--- config.mk ---
export PLATFORM = sky130hd
export DESIGN_NAME = mul_16_bit_seq
export DESIGN_NICKNAME = d
export VERILOG_FILES = /design/src/rtl/add_16_bit.sv /design/src/rtl/mul_16_bit_seq.sv
export SDC_FILE = /design/constraint.sdc
export NUM_CORES = 1
export LEC_CHECK = 0
export BUFFER_PORTS_ARGS = -buffer_cell sky130_fd_sc_hd__buf_2
export CORE_ASPECT_RATIO = 1.2
export CORE_MARGIN = 10
export CORE_UTILIZATION = 40
export DETAILED_ROUTE_END_ITERATION = 10
export HOLD_SLACK_MARGIN = 0.15
export PLACE_DENSITY = 0.72
export SLEW_MARGIN = 10
export SYNTH_ARGS = -nofsm -noshare
export SYNTH_HDL_FRONTEND = slang
export SYNTH_SLANG_ARGS = --single-unit
--- constraint.sdc ---
create_clock -name clk -period 10.53 [get_ports clk]
set_input_delay 0 -clock clk [delete_from_list [all_inputs] [get_ports clk]]
set_output_delay 0 -clock clk [all_outputs]
set_load 0.05 [all_outputs]
--- src/rtl/add_16_bit.sv ---
// 16-bit ripple-carry adder: a chain of full adders, LSB first.
module add_16_bit (
  input  logic [15:0] a,
  input  logic [15:0] b,
  input  logic        carryIn,
  output logic [15:0] sum,
  output logic        carryOut
);

  logic [16:0] carry;

  assign carry[0] = carryIn;

  for (genvar i = 0; i < 16; i++) begin : gen_fa
    assign sum[i]     = a[i] ^ b[i] ^ carry[i];
    assign carry[i+1] = (a[i] & b[i]) | (carry[i] & (a[i] ^ b[i]));
  end

  assign carryOut = carry[16];

endmodule

--- src/rtl/mul_16_bit_seq.sv ---
// Sequential shift-and-add unsigned multiplier, 16x16 -> 32.
// One partial product per cycle through add_16_bit; valid/ready on both sides.
module mul_16_bit_seq #(
  parameter int unsigned WIDTH = 16
) (
  input  logic                 clk,
  input  logic                 rst,
  input  logic                 in_valid,
  output logic                 in_ready,
  input  logic [WIDTH-1:0]     a,
  input  logic [WIDTH-1:0]     b,
  output logic                 out_valid,
  input  logic                 out_ready,
  output logic [2*WIDTH-1:0]   product
);

  // The datapath is hard-wired to the 16-bit adder.
  if (WIDTH != 16) begin : gen_width_check
    $error("mul_16_bit_seq supports only WIDTH == 16");
  end

  typedef enum logic [1:0] {StIdle, StRun, StDone} state_e;

  state_e      state;
  state_e      stateNext;
  logic [15:0] mcand;
  logic [15:0] hi;
  logic [15:0] lo;
  logic [3:0]  cnt;
  logic [31:0] productReg;
  logic        outValidReg;

  logic [15:0] addB;
  logic [15:0] sum;
  logic        carryOut;
  logic [31:0] shifted;

  // Add the multiplicand to the accumulator when the current multiplier bit is set.
  assign addB = lo[0] ? mcand : 16'h0000;

  add_16_bit u_add (
    .a        (hi),
    .b        (addB),
    .carryIn  (1'b0),
    .sum      (sum),
    .carryOut (carryOut)
  );

  // 33-bit {carry, sum, lo} shifted right by one; lo[0] has been consumed.
  assign shifted = {carryOut, sum, lo[15:1]};

  // Next-state decode.
  always_comb begin
    stateNext = state;
    unique case (state)
      StIdle:  if (in_valid) stateNext = StRun;
      StRun:   if (cnt == 4'd15) stateNext = StDone;
      StDone:  if (out_ready) stateNext = StIdle;
      default: stateNext = StIdle;
    endcase
  end

  // State register.
  always_ff @(posedge clk or posedge rst) begin
    if (rst) begin
      state <= StIdle;
    end else begin
      state <= stateNext;
    end
  end

  // Operand capture, iteration datapath and registered result.
  always_ff @(posedge clk or posedge rst) begin
    if (rst) begin
      mcand       <= 16'h0000;
      hi          <= 16'h0000;
      lo          <= 16'h0000;
      cnt         <= 4'd0;
      productReg  <= 32'h0000_0000;
      outValidReg <= 1'b0;
    end else begin
      unique case (state)
        StIdle: begin
          if (in_valid) begin
            mcand <= a;
            lo    <= b;
            hi    <= 16'h0000;
            cnt   <= 4'd0;
          end
        end
        StRun: begin
          {hi, lo} <= shifted;
          cnt      <= cnt + 4'd1;
          // Result register only loads on the final iteration so it holds outside DONE.
          if (cnt == 4'd15) begin
            productReg  <= shifted;
            outValidReg <= 1'b1;
          end
        end
        StDone: begin
          if (out_ready) outValidReg <= 1'b0;
        end
        default: ;
      endcase
    end
  end

  assign in_ready  = (state == StIdle);
  assign out_valid = outValidReg;
  assign product   = productReg;

endmodule
==> impl_metrics.yaml, run 1 <==
synth:
  synth_cells: 362
  synth_top_family_by_area: "simple AND/OR/NAND/NOR gates"
  yosysWarnings: 0
  synth_fp_nets: 415
  synth_area_leader_cell: "dfrtp_1"
  yosys-mux-area-fraction: 0.0633
  synth-seq-cells: 87
  syn_avg_cell_area_um2: 10.6
  ys_seq_area_frac: 0.567
  synth_edf_count: 0
  synthXorXnorAreaFrac: 0
  synthAdderAreaFrac: 0.0848
  yosys.area_share.simple: 0.151
  ys_types: 26
  ys.flop_type: "dfrtp_1"
  syn_area_um2: 3840
  yosysTopAreaCellShare: 0.567
  synth_compound_area_frac: 0.0874
  async_flop_share: 1.00
  ys_top_cells_by_area: "dfrtp_1, fa_1, nand2_1, o21ai_0, mux2_2"
sta:
  fmax_mhz: 148
  timing.final.crit_share: 0.641
  fin_hold_ws_ps: 244
  slew_headroom: 0.221
  skew_ps: 11.6
  worst_pin_slew_ps: 1170
  final.setup.tns_ps: 0
  drv_slew: 0
  grt_setup_unrepaired: "false"
  setup_violations: 0
  hold_viol: 0
  fin_crit_ps: 6750
critical_path:
  start_kind: "flip-flop"
  slowest_delay_ps: 640
  path_common_cell: "fa_1"
  critPathLaunch: "lo[0]$_DFFE_PP0P_"
  crit_type: "flip-flop to flip-flop"
  r2r_start: "lo[0]$_DFFE_PP0P_"
  cp-end-kind: "flip-flop"
  crit_path_top_delay_cell: "dfrtp_1"
  crit_chain: "and2_1 -> ha_1 -> inv_1 -> fa_1 -> fa_1 -> fa_1 -> fa_1 -> fa_1 -> fa_1 -> fa_1 -> fa_1 -> fa_1 -> fa_1 -> fa_1 -> inv_1 -> fa_1 -> fa_1 -> fa_1 -> inv_1 -> fa_1 -> o21ai_0"
  critPathTopFamily: "adder cells"
  worst_ep_required_time_ps: 10700
  crit_buf_inv: 3
  critPathMaxFanout: 17
  cp.arrival_ps: 6920
layout:
  area_delta_synth_final_pct: 28.1
  fillerInstances: 858
  layout_commonest_cell: "dfrtp_1"
  final_area_um2: 4920
  finalNetCount: 508
  multi_input_area_um2: 1490
  layout-drive-gt1-share: 0.243
  final_cell_mix: "dfrtp_1, nand2_1, buf_2"
  seq_area_um2: 2180
  num_antenna_cells: 0
routing:
  avgRoutedWirePerCell_um: 15.4
  vias_per_cell: 5.03
  drtPass1Iterations: 4
  drc: 0
  routed_wl_mm: 8.97
  postRouteAntennaNets: 0
  vias: 2931
  drtIter0Drc: 206
placed_design:
  port_buffers: 69
  dpl.hpwl_mm: 6.05
  gp_congestion: 0.773
  placed_area_um2: 4260
clocking:
  clock-sinks: 87
  numCtsBuffers: 9
  h-tree-depth: 3
  clk_pin_slew_ps: 70
  tritoncts: "built"
  postCtsSetupRepairBufs: 0
  cts-root-buf: "clkbuf_16"
  cts_buffer_depth: 2
  insertion_delay_ps: 340
floorplan:
  coreArea_um2: 9470
  die_h_um: 127
  start_util: 0.405
  rows: 39
  die_area_um2: 13900
  die_w_um: 109
  ios: 70
global_routing:
  antenna_found_initial: 0
  grt_remaining_overflow: 0
  grt_max_degree: 64
  gr-usage-all-layers: 0.136
  grt_pass1_wl_mm: 15.3
  grt_pass1_vias: 3119
hold_path:
  hold_class: "input pin to async pin"
status:
  run_status: "complete, no violations"
power:
  p_per_area_nw_per_um2: 343
  power.static_leakage_uw: 0.00235
  ir_worst_vdd_mv: 0.105
run:
  maxCapViolations: 0
## power by group
part	internal, µW	switching, µW
clock	203	124
sequential	496	102
combinational	256	506
## worst register-to-register path: stages (launching register included)
cell and delay (ps):
dfrtp_1 640, and2_1 200, ha_1 140, inv_1 50, fa_1 370, fa_1 390
fa_1 390, fa_1 400, fa_1 390, fa_1 400, fa_1 390, fa_1 400
fa_1 390, fa_1 390, fa_1 370, inv_1 90, fa_1 190, fa_1 200
fa_1 180, inv_1 50, fa_1 480, o21ai_0 80
## metrics by stage
stage	total power [µW]	setup WS [ps]	util	instances
6_report	1690	3780	0.519	583
5_1_grt	1810	3440	0.519	583
4_1_cts	1700	3770	0.519	583
3_5_place_dp	1360	3810	0.450	533
3_3_place_gp	1330	3950	0.450	533
2_1_floorplan	1160	4290	-	362
## flip-flops by register name, indices dropped and copies added (netlist names)
register and count:
out_valid 1, hi 16, cnt 4, state 2, mcand 16, product 32
lo 16
## layer usage
| layer | vias to the layer above | part of all wire | track usage |
|---|---|---|---|
| met1 | 1449 | 0.42 | 0.165 |
| met2 | 83 | 0.50 | 0.226 |
| met5 | - | 0 | 0 |
| met3 | 11 | 0.055 | 0.0297 |
| li1 | 1388 | - | - |
| met4 | 0 | 0.021 | 0.0575 |
## path summary, 6_finish.rpt
path	end	slack, ps	cells after the start
min in group clk	mcand[9]$_DFFE_PP0P_	350	5
hold / removal	product[4]$_DFFE_PP0P_	240	3
setup / recovery	product[30]$_DFFE_PP0P_	3780	21
hold reg to reg	mcand[14]$_DFFE_PP0P_	470	2
max in group asynchronous	out_valid$_DFFE_PP0P_	9180	4
setup reg to reg	product[30]$_DFFE_PP0P_	3780	21
## layout make-up
cell class                 instances  share of cell area
clock inverter                     4              0.0107
sequential                        87               0.443
tap                              123              0.0313
clock buffer                      12              0.0542
inverter                          17              0.0132
multi-input combinational        234               0.304
timing repair buffer             106               0.144
## cell usage after synthesis (all sizes together) (2+ instances only)
master   n
a21oi    2
nand3   18
o22ai   16
buf      4
ha       2
nor3    16
o21ai   42
clkbuf  20
nand2b   2
nor2    18
fa      15
inv     17
and2     4
mux2    19
dfrtp   87
nand2   72
## repair_timing
action                                  in CTS  in global routing
resized for setup                            0                  0
hold buffers                                34                  0
endpoints found under the setup margin       0                  0
endpoints found under the hold margin       65                  0
## kinds of logic after synthesis
group / Yosys count
compound gates: 62
fa+ha+maj: 17
buf+inv: 41
flops: 87
mux: 20
simple gates: 135
No activity file was read; power rests on OpenSTA's default activity.
==> run 2, diff against run 1 <==
- ABC_AREA: unset -> 1
- PLACE_DENSITY: 0.72 -> 0.73
- clock period: 10.53 -> 5.4 ns (I/O delays scaled with it)
==> impl_metrics.yaml, run 2 <==
status:
  run_status: "complete, but fails checks"
  failed_checks: "setup timing"
floorplan:
  rows: 40
  start_util: 0.407
  die_w_um: 112
  coreArea_um2: 9960
  die_h_um: 130
  ios: 70
  die_area_um2: 14600
global_routing:
  grt_pass1_vias: 3448
  grt_remaining_overflow: 0
  antenna_found_initial: 0
  grt_max_degree: 88
  grt_pass1_wl_mm: 16.4
  gr-usage-all-layers: 0.137
layout:
  num_antenna_cells: 0
  multi_input_area_um2: 1650
  final_cell_mix: "nand2_1, dfrtp_1, buf_2"
  layout_commonest_cell: "nand2_1"
  area_delta_synth_final_pct: 31.5
  final_area_um2: 5330
  finalNetCount: 650
  largest_reg_flops: 32
  layout-drive-gt1-share: 0.188
  instances_no_fill: 727
  seq_area_um2: 2180
  fillerInstances: 936
routing:
  drtPass1Iterations: 4
  postRouteAntennaNets: 0
  routed_wl_mm: 9.41
  vias_per_cell: 4.59
  drc: 0
  drtIter0Drc: 133
  vias: 3334
  avgRoutedWirePerCell_um: 12.9
synth:
  async_flop_share: 1.00
  ys_types: 16
  synthAdderAreaFrac: 0.0802
  yosysWarnings: 0
  ys.flop_type: "dfrtp_1"
  synth_cells: 482
  synth_fp_nets: 535
  yosys-mux-area-fraction: 0
  yosysTopAreaCellShare: 0.537
  ys_seq_area_frac: 0.537
  synth_compound_area_frac: 0.0250
  ys_top_cells_by_area: "dfrtp_1, nand2_1, fa_1, nand3_1, inv_1"
  synth_top_cells_by_count: "nand2_1, dfrtp_1, inv_1, nand3_1, o21ai_0"
  syn_area_um2: 4060
  yosys.area_share.simple: 0.292
  synth_area_leader_cell: "dfrtp_1"
  synth_edf_count: 0
  synth_top_family_by_area: "simple AND/OR/NAND/NOR gates"
  yosysMostFrequentCell: "nand2_1"
  synth-seq-cells: 87
  syn_avg_cell_area_um2: 8.42
  synthXorXnorAreaFrac: 0.00216
critical_path:
  critPathMaxFanout: 2
  start_kind: "flip-flop"
  cp-end-kind: "flip-flop"
  cp.arrival_ps: 6070
  crit_type: "flip-flop to flip-flop"
  worst_ep_required_time_ps: 5630
clocking:
  numCtsBuffers: 9
  tritoncts: "built"
  cts_buffer_depth: 2
  clk_pin_slew_ps: 60
  clock-sinks: 87
  h-tree-depth: 3
  cts-root-buf: "clkbuf_16"
  insertion_delay_ps: 340
sta:
  slew_headroom: 0.295
  timing.final.crit_share: 1.08
  setup_violations: 6
  grt_setup_unrepaired: "true"
  worst_pin_slew_ps: 1060
  fmax_mhz: 171
  skew_ps: 7.83
  final.setup.worst_slack_ps: -435
  drv_slew: 0
  fin_crit_ps: 5840
  hold_viol: 0
power:
  p_int_uw: 1760
  p_per_area_nw_per_um2: 594
  p_sw_uw: 1400
  p_comb_frac: 0.444
  ir_worst_vdd_mv: 0.332
  switching_share: 0.443
  total_power_uw: 3170
  power_frac_seq: 0.360
  power.static_leakage_uw: 0.00287
  pwr-share-clk: 0.196
placed_design:
  port_buffers: 69
  placed_area_um2: 4520
  dpl.cell_count: 660
  gp_congestion: 0.796
  dpl.hpwl_mm: 6.48
run:
  maxCapViolations: 0
hold_path:
  hold_class: "input pin to flip-flop"
-- run 2: worst max-delay path: stages, from the launching register on --
cell and delay (ps):
dfrtp_1 350, nand2_1 60, inv_1 50, ha_1 130, inv_1 50, fa_2 340, fa_2 350, fa_2 350
fa_2 340, fa_2 340, fa_2 350, fa_2 350, fa_2 360, fa_2 340, fa_2 350, fa_2 340
inv_2 60, fa_2 190, fa_2 190, fa_1 150, inv_1 50, fa_1 490, inv_1 40, nand2_1 50
nand2_1 60
-- run 2: power by group through the flow --
stage	registers (µW)	clock network [µW]	logic, µW
6_report	1140	622	1410
5_1_grt	1180	659	1590
4_1_cts	1140	636	1430
3_5_place_dp	1150	0	1380
3_3_place_gp	1130	0	1340
2_1_floorplan	1450	0	733
-- run 2: cell type report --
type	instances	share of cell area
sequential	87	0.408
multi-input combinational	334	0.310
timing repair buffer	126	0.168
clock buffer	12	0.0481
tap	126	0.0296
inverter	39	0.0277
clock inverter	3	0.00798
-- run 2: worst paths after layout --
kind | start | end | slack, ps | cells past startpoint
worst min-delay path | in_valid | state[0]$_DFFE_PP0P_ | 320 | 3
worst max register to register | mcand[0]$_DFFE_PP0P_ | product[30]$_DFFE_PP0P_ | -440 | 24
max in group asynchronous | rst | product[26]$_DFFE_PP0P_ | 4200 | 4
min in group asynchronous | rst | product[13]$_DFFE_PP0P_ | 540 | 4
worst max-delay path | mcand[0]$_DFFE_PP0P_ | product[30]$_DFFE_PP0P_ | -440 | 24
worst min register to register | product[21]$_DFFE_PP0P_ | product[21]$_DFFE_PP0P_ | 460 | 2
-- run 2: timing repair --
| item | CTS | global route |
|---|---|---|
| hold buffers | 50 | 0 |
| endpoints found under the setup margin | 6 | 9 |
| pin swaps | 2 | 0 |
| hold endpoints to repair | 121 | 0 |
| setup buffers | 1 | 1 |
| resized for setup | 1 | 1 |
-- run 2: cells by family after synthesis --
| kind of cell | count (synthesis) |
|---|---|
| and+or+nand+nor | 298 |
| DFF | 87 |
| buffers and inverters | 61 |
| AOI/OAI and AO/OA | 18 |
| adders and majority gates | 17 |
| xor gates and xnor gates | 1 |
-- run 2: metrics by stage --
step	setup TNS, ps	hold slack (ps)	utilization	setup slack (ps)
6_report	-1690	322	0.536	-435
5_1_grt	-3440	378	0.536	-677
4_1_cts	-1780	324	0.535	-447
3_5_place_dp	-1670	225	0.454	-422
3_3_place_gp	-1290	209	0.454	-362
2_1_floorplan	-1210	107	-	-352
-- run 2: metal layers --
layer / global-route usage / share of wire / up-vias
li1: - / - / 1692
met5: 0 / 0 / -
met4: 0.0740 / 0.023 / 0
met2: 0.233 / 0.50 / 74
met3: 0.0298 / 0.050 / 13
met1: 0.158 / 0.43 / 1555
==> run 3, diff against run 2 <==
- CORE_UTILIZATION: 40 -> 45
- PLACE_DENSITY: 0.73 -> 0.69
==> impl_metrics.yaml, run 3 (synthesis gave the netlist of run 2 again) <==
status:
  failed_checks: "setup timing"
  run_status: "complete, but fails checks"
global_routing:
  gr-max-usage-layer: "met2"
  antenna_found_initial: 0
  grtUsageMet2: 0.253
  grt_remaining_overflow: 0
  grt_max_degree: 88
  gr-usage-all-layers: 0.149
  grtUsageMet3: 0.0310
  grt_pass1_vias: 3412
  grt_pass1_wl_mm: 16.0
  met1_usage: 0.176
clocking:
  clk_pin_slew_ps: 80
  insertion_delay_ps: 360
  clock-sinks: 87
  h-tree-depth: 3
  cts_resized: 0
  numCtsBuffers: 9
  tritoncts: "built"
  cts-root-buf: "clkbuf_8"
  cts_buffer_depth: 2
power:
  ir_worst_vdd_mv: 0.203
  power.static_leakage_uw: 0.00282
  p_per_area_nw_per_um2: 571
layout:
  num_antenna_cells: 0
  finalNetCount: 649
  final_cell_mix: "nand2_1, dfrtp_1, buf_2"
  multi_input_area_um2: 1650
  area_delta_synth_final_pct: 28.5
  final_area_um2: 5210
  post-route-util: 0.599
  layout_commonest_cell: "nand2_1"
  fillerInstances: 808
  largest_reg_flops: 32
  seq_area_um2: 2180
  layout-drive-gt1-share: 0.188
hold_path:
  hold_class: "input pin to flip-flop"
  min_from: "in_valid"
floorplan:
  rows: 37
  start_util: 0.466
  ios: 70
  die_h_um: 124
  coreArea_um2: 8700
  die_w_um: 107
  die_area_um2: 13200
critical_path:
  cp-end-kind: "flip-flop"
  r2r_setup_slack_ps: -460
  critPathMaxFanout: 2
  start_kind: "flip-flop"
  r2r_start: "mcand[0]$_DFFE_PP0P_"
  cp.arrival_ps: 6120
  crit_type: "flip-flop to flip-flop"
  r2r_cells: 24
  reg2reg_to: "product[30]$_DFFE_PP0P_"
  crit_end: "product[30]$_DFFE_PP0P_"
  worst_ep_required_time_ps: 5660
  critPathLaunch: "mcand[0]$_DFFE_PP0P_"
run:
  maxCapViolations: 0
routing:
  vias_per_cell: 4.65
  vias: 3341
  drtIter0Drc: 157
  avgRoutedWirePerCell_um: 12.8
  drc: 0
  drtPass1Iterations: 4
  postRouteAntennaNets: 0
  routed_wl_mm: 9.21
sta:
  drv_slew: 0
  fin_crit_ps: 5860
  fmax_mhz: 171
  worst_pin_slew_ps: 1080
  final.setup.worst_slack_ps: -460
  setup_violations: 6
  hold_viol: 0
  slew_headroom: 0.278
  grt_setup_unrepaired: "true"
  timing.final.crit_share: 1.09
  skew_ps: 10.1
placed_design:
  dpl.hpwl_mm: 6.14
  pre_cts_ws_ps: -438
  gp_congestion: 0.818
  port_buffers: 69
  placed_area_um2: 4510
-- run 3: changes by cell type in the layout (fill, tap and decap cells not counted), sizes merged --
cell and change:
buf -1, bufinv -1, clkbuf +2
-- run 3: worst min-delay path by stage --
stage | to | slack (ps) | cells after the start
finish | state[0]$_DFFE_PP0P_ | 310 | 3
global route | state[0]$_DFFE_PP0P_ | 370 | 3
CTS | state[0]$_DFFE_PP0P_ | 310 | 3
detailed placement | state[1]$_DFFE_PP0P_ | 220 | 2
global placement | state[1]$_DFFE_PP0P_ | 230 | 2
floorplan | state[1]$_DFFE_PP0P_ | 110 | 1
-- run 3: power by group --
part / switching [µW] / internal (µW)
clock network: 222 / 217
registers: 193 / 940
logic: 964 / 439
total: 1380 / 1600
-- run 3: routing by layer --
layer / up-vias / part of all wire
met5: - / 0
met4: 0 / 0.019
met3: 10 / 0.048
met2: 65 / 0.49
met1: 1580 / 0.44
li1: 1686 / -
-- run 3: layout make-up --
cell class / instances / share of cell area
clock buffers: 14 / 0.0351
flip-flops and latches: 87 / 0.418
clock inverters: 2 / 0.00240
multi-input cells: 334 / 0.317
repair buffers: 125 / 0.171
inverters: 39 / 0.0283
well taps: 117 / 0.0281
-- run 3: metrics by stage --
stage | hold WS, ps | TNS, ps | cells | power (µW)
final | 308 | -1920 | 718 | 2980
after global routing | 372 | -3610 | 718 | 3240
after CTS | 311 | -1920 | 717 | 3000
after detailed placement | 225 | -1800 | 651 | 2520
after global placement | 228 | -1320 | 651 | 2480
after floorplan | 107 | -1210 | 482 | 2180
-- run 3: repair_timing --
item / 4_1_cts / 5_1_grt
pin swaps: 2 / 0
hold buffers: 50 / 0
hold endpoints to repair: 121 / 0
setup buffers: 0 / 1
endpoints found under the setup margin: 7 / 9
-- run 3: critical path, cell delays in order (launching register included) --
cell,delay (ps)
dfrtp_1,360
nand2_1,60
inv_1,50
ha_1,140
inv_1,50
fa_2,340
fa_2,350
fa_2,350
fa_2,340
fa_2,350
fa_2,340
fa_2,350
fa_2,350
fa_2,350
fa_2,350
fa_2,340
inv_2,60
fa_2,190
fa_2,190
fa_1,160
inv_1,50
fa_1,490
inv_1,40
nand2_1,50
nand2_1,50
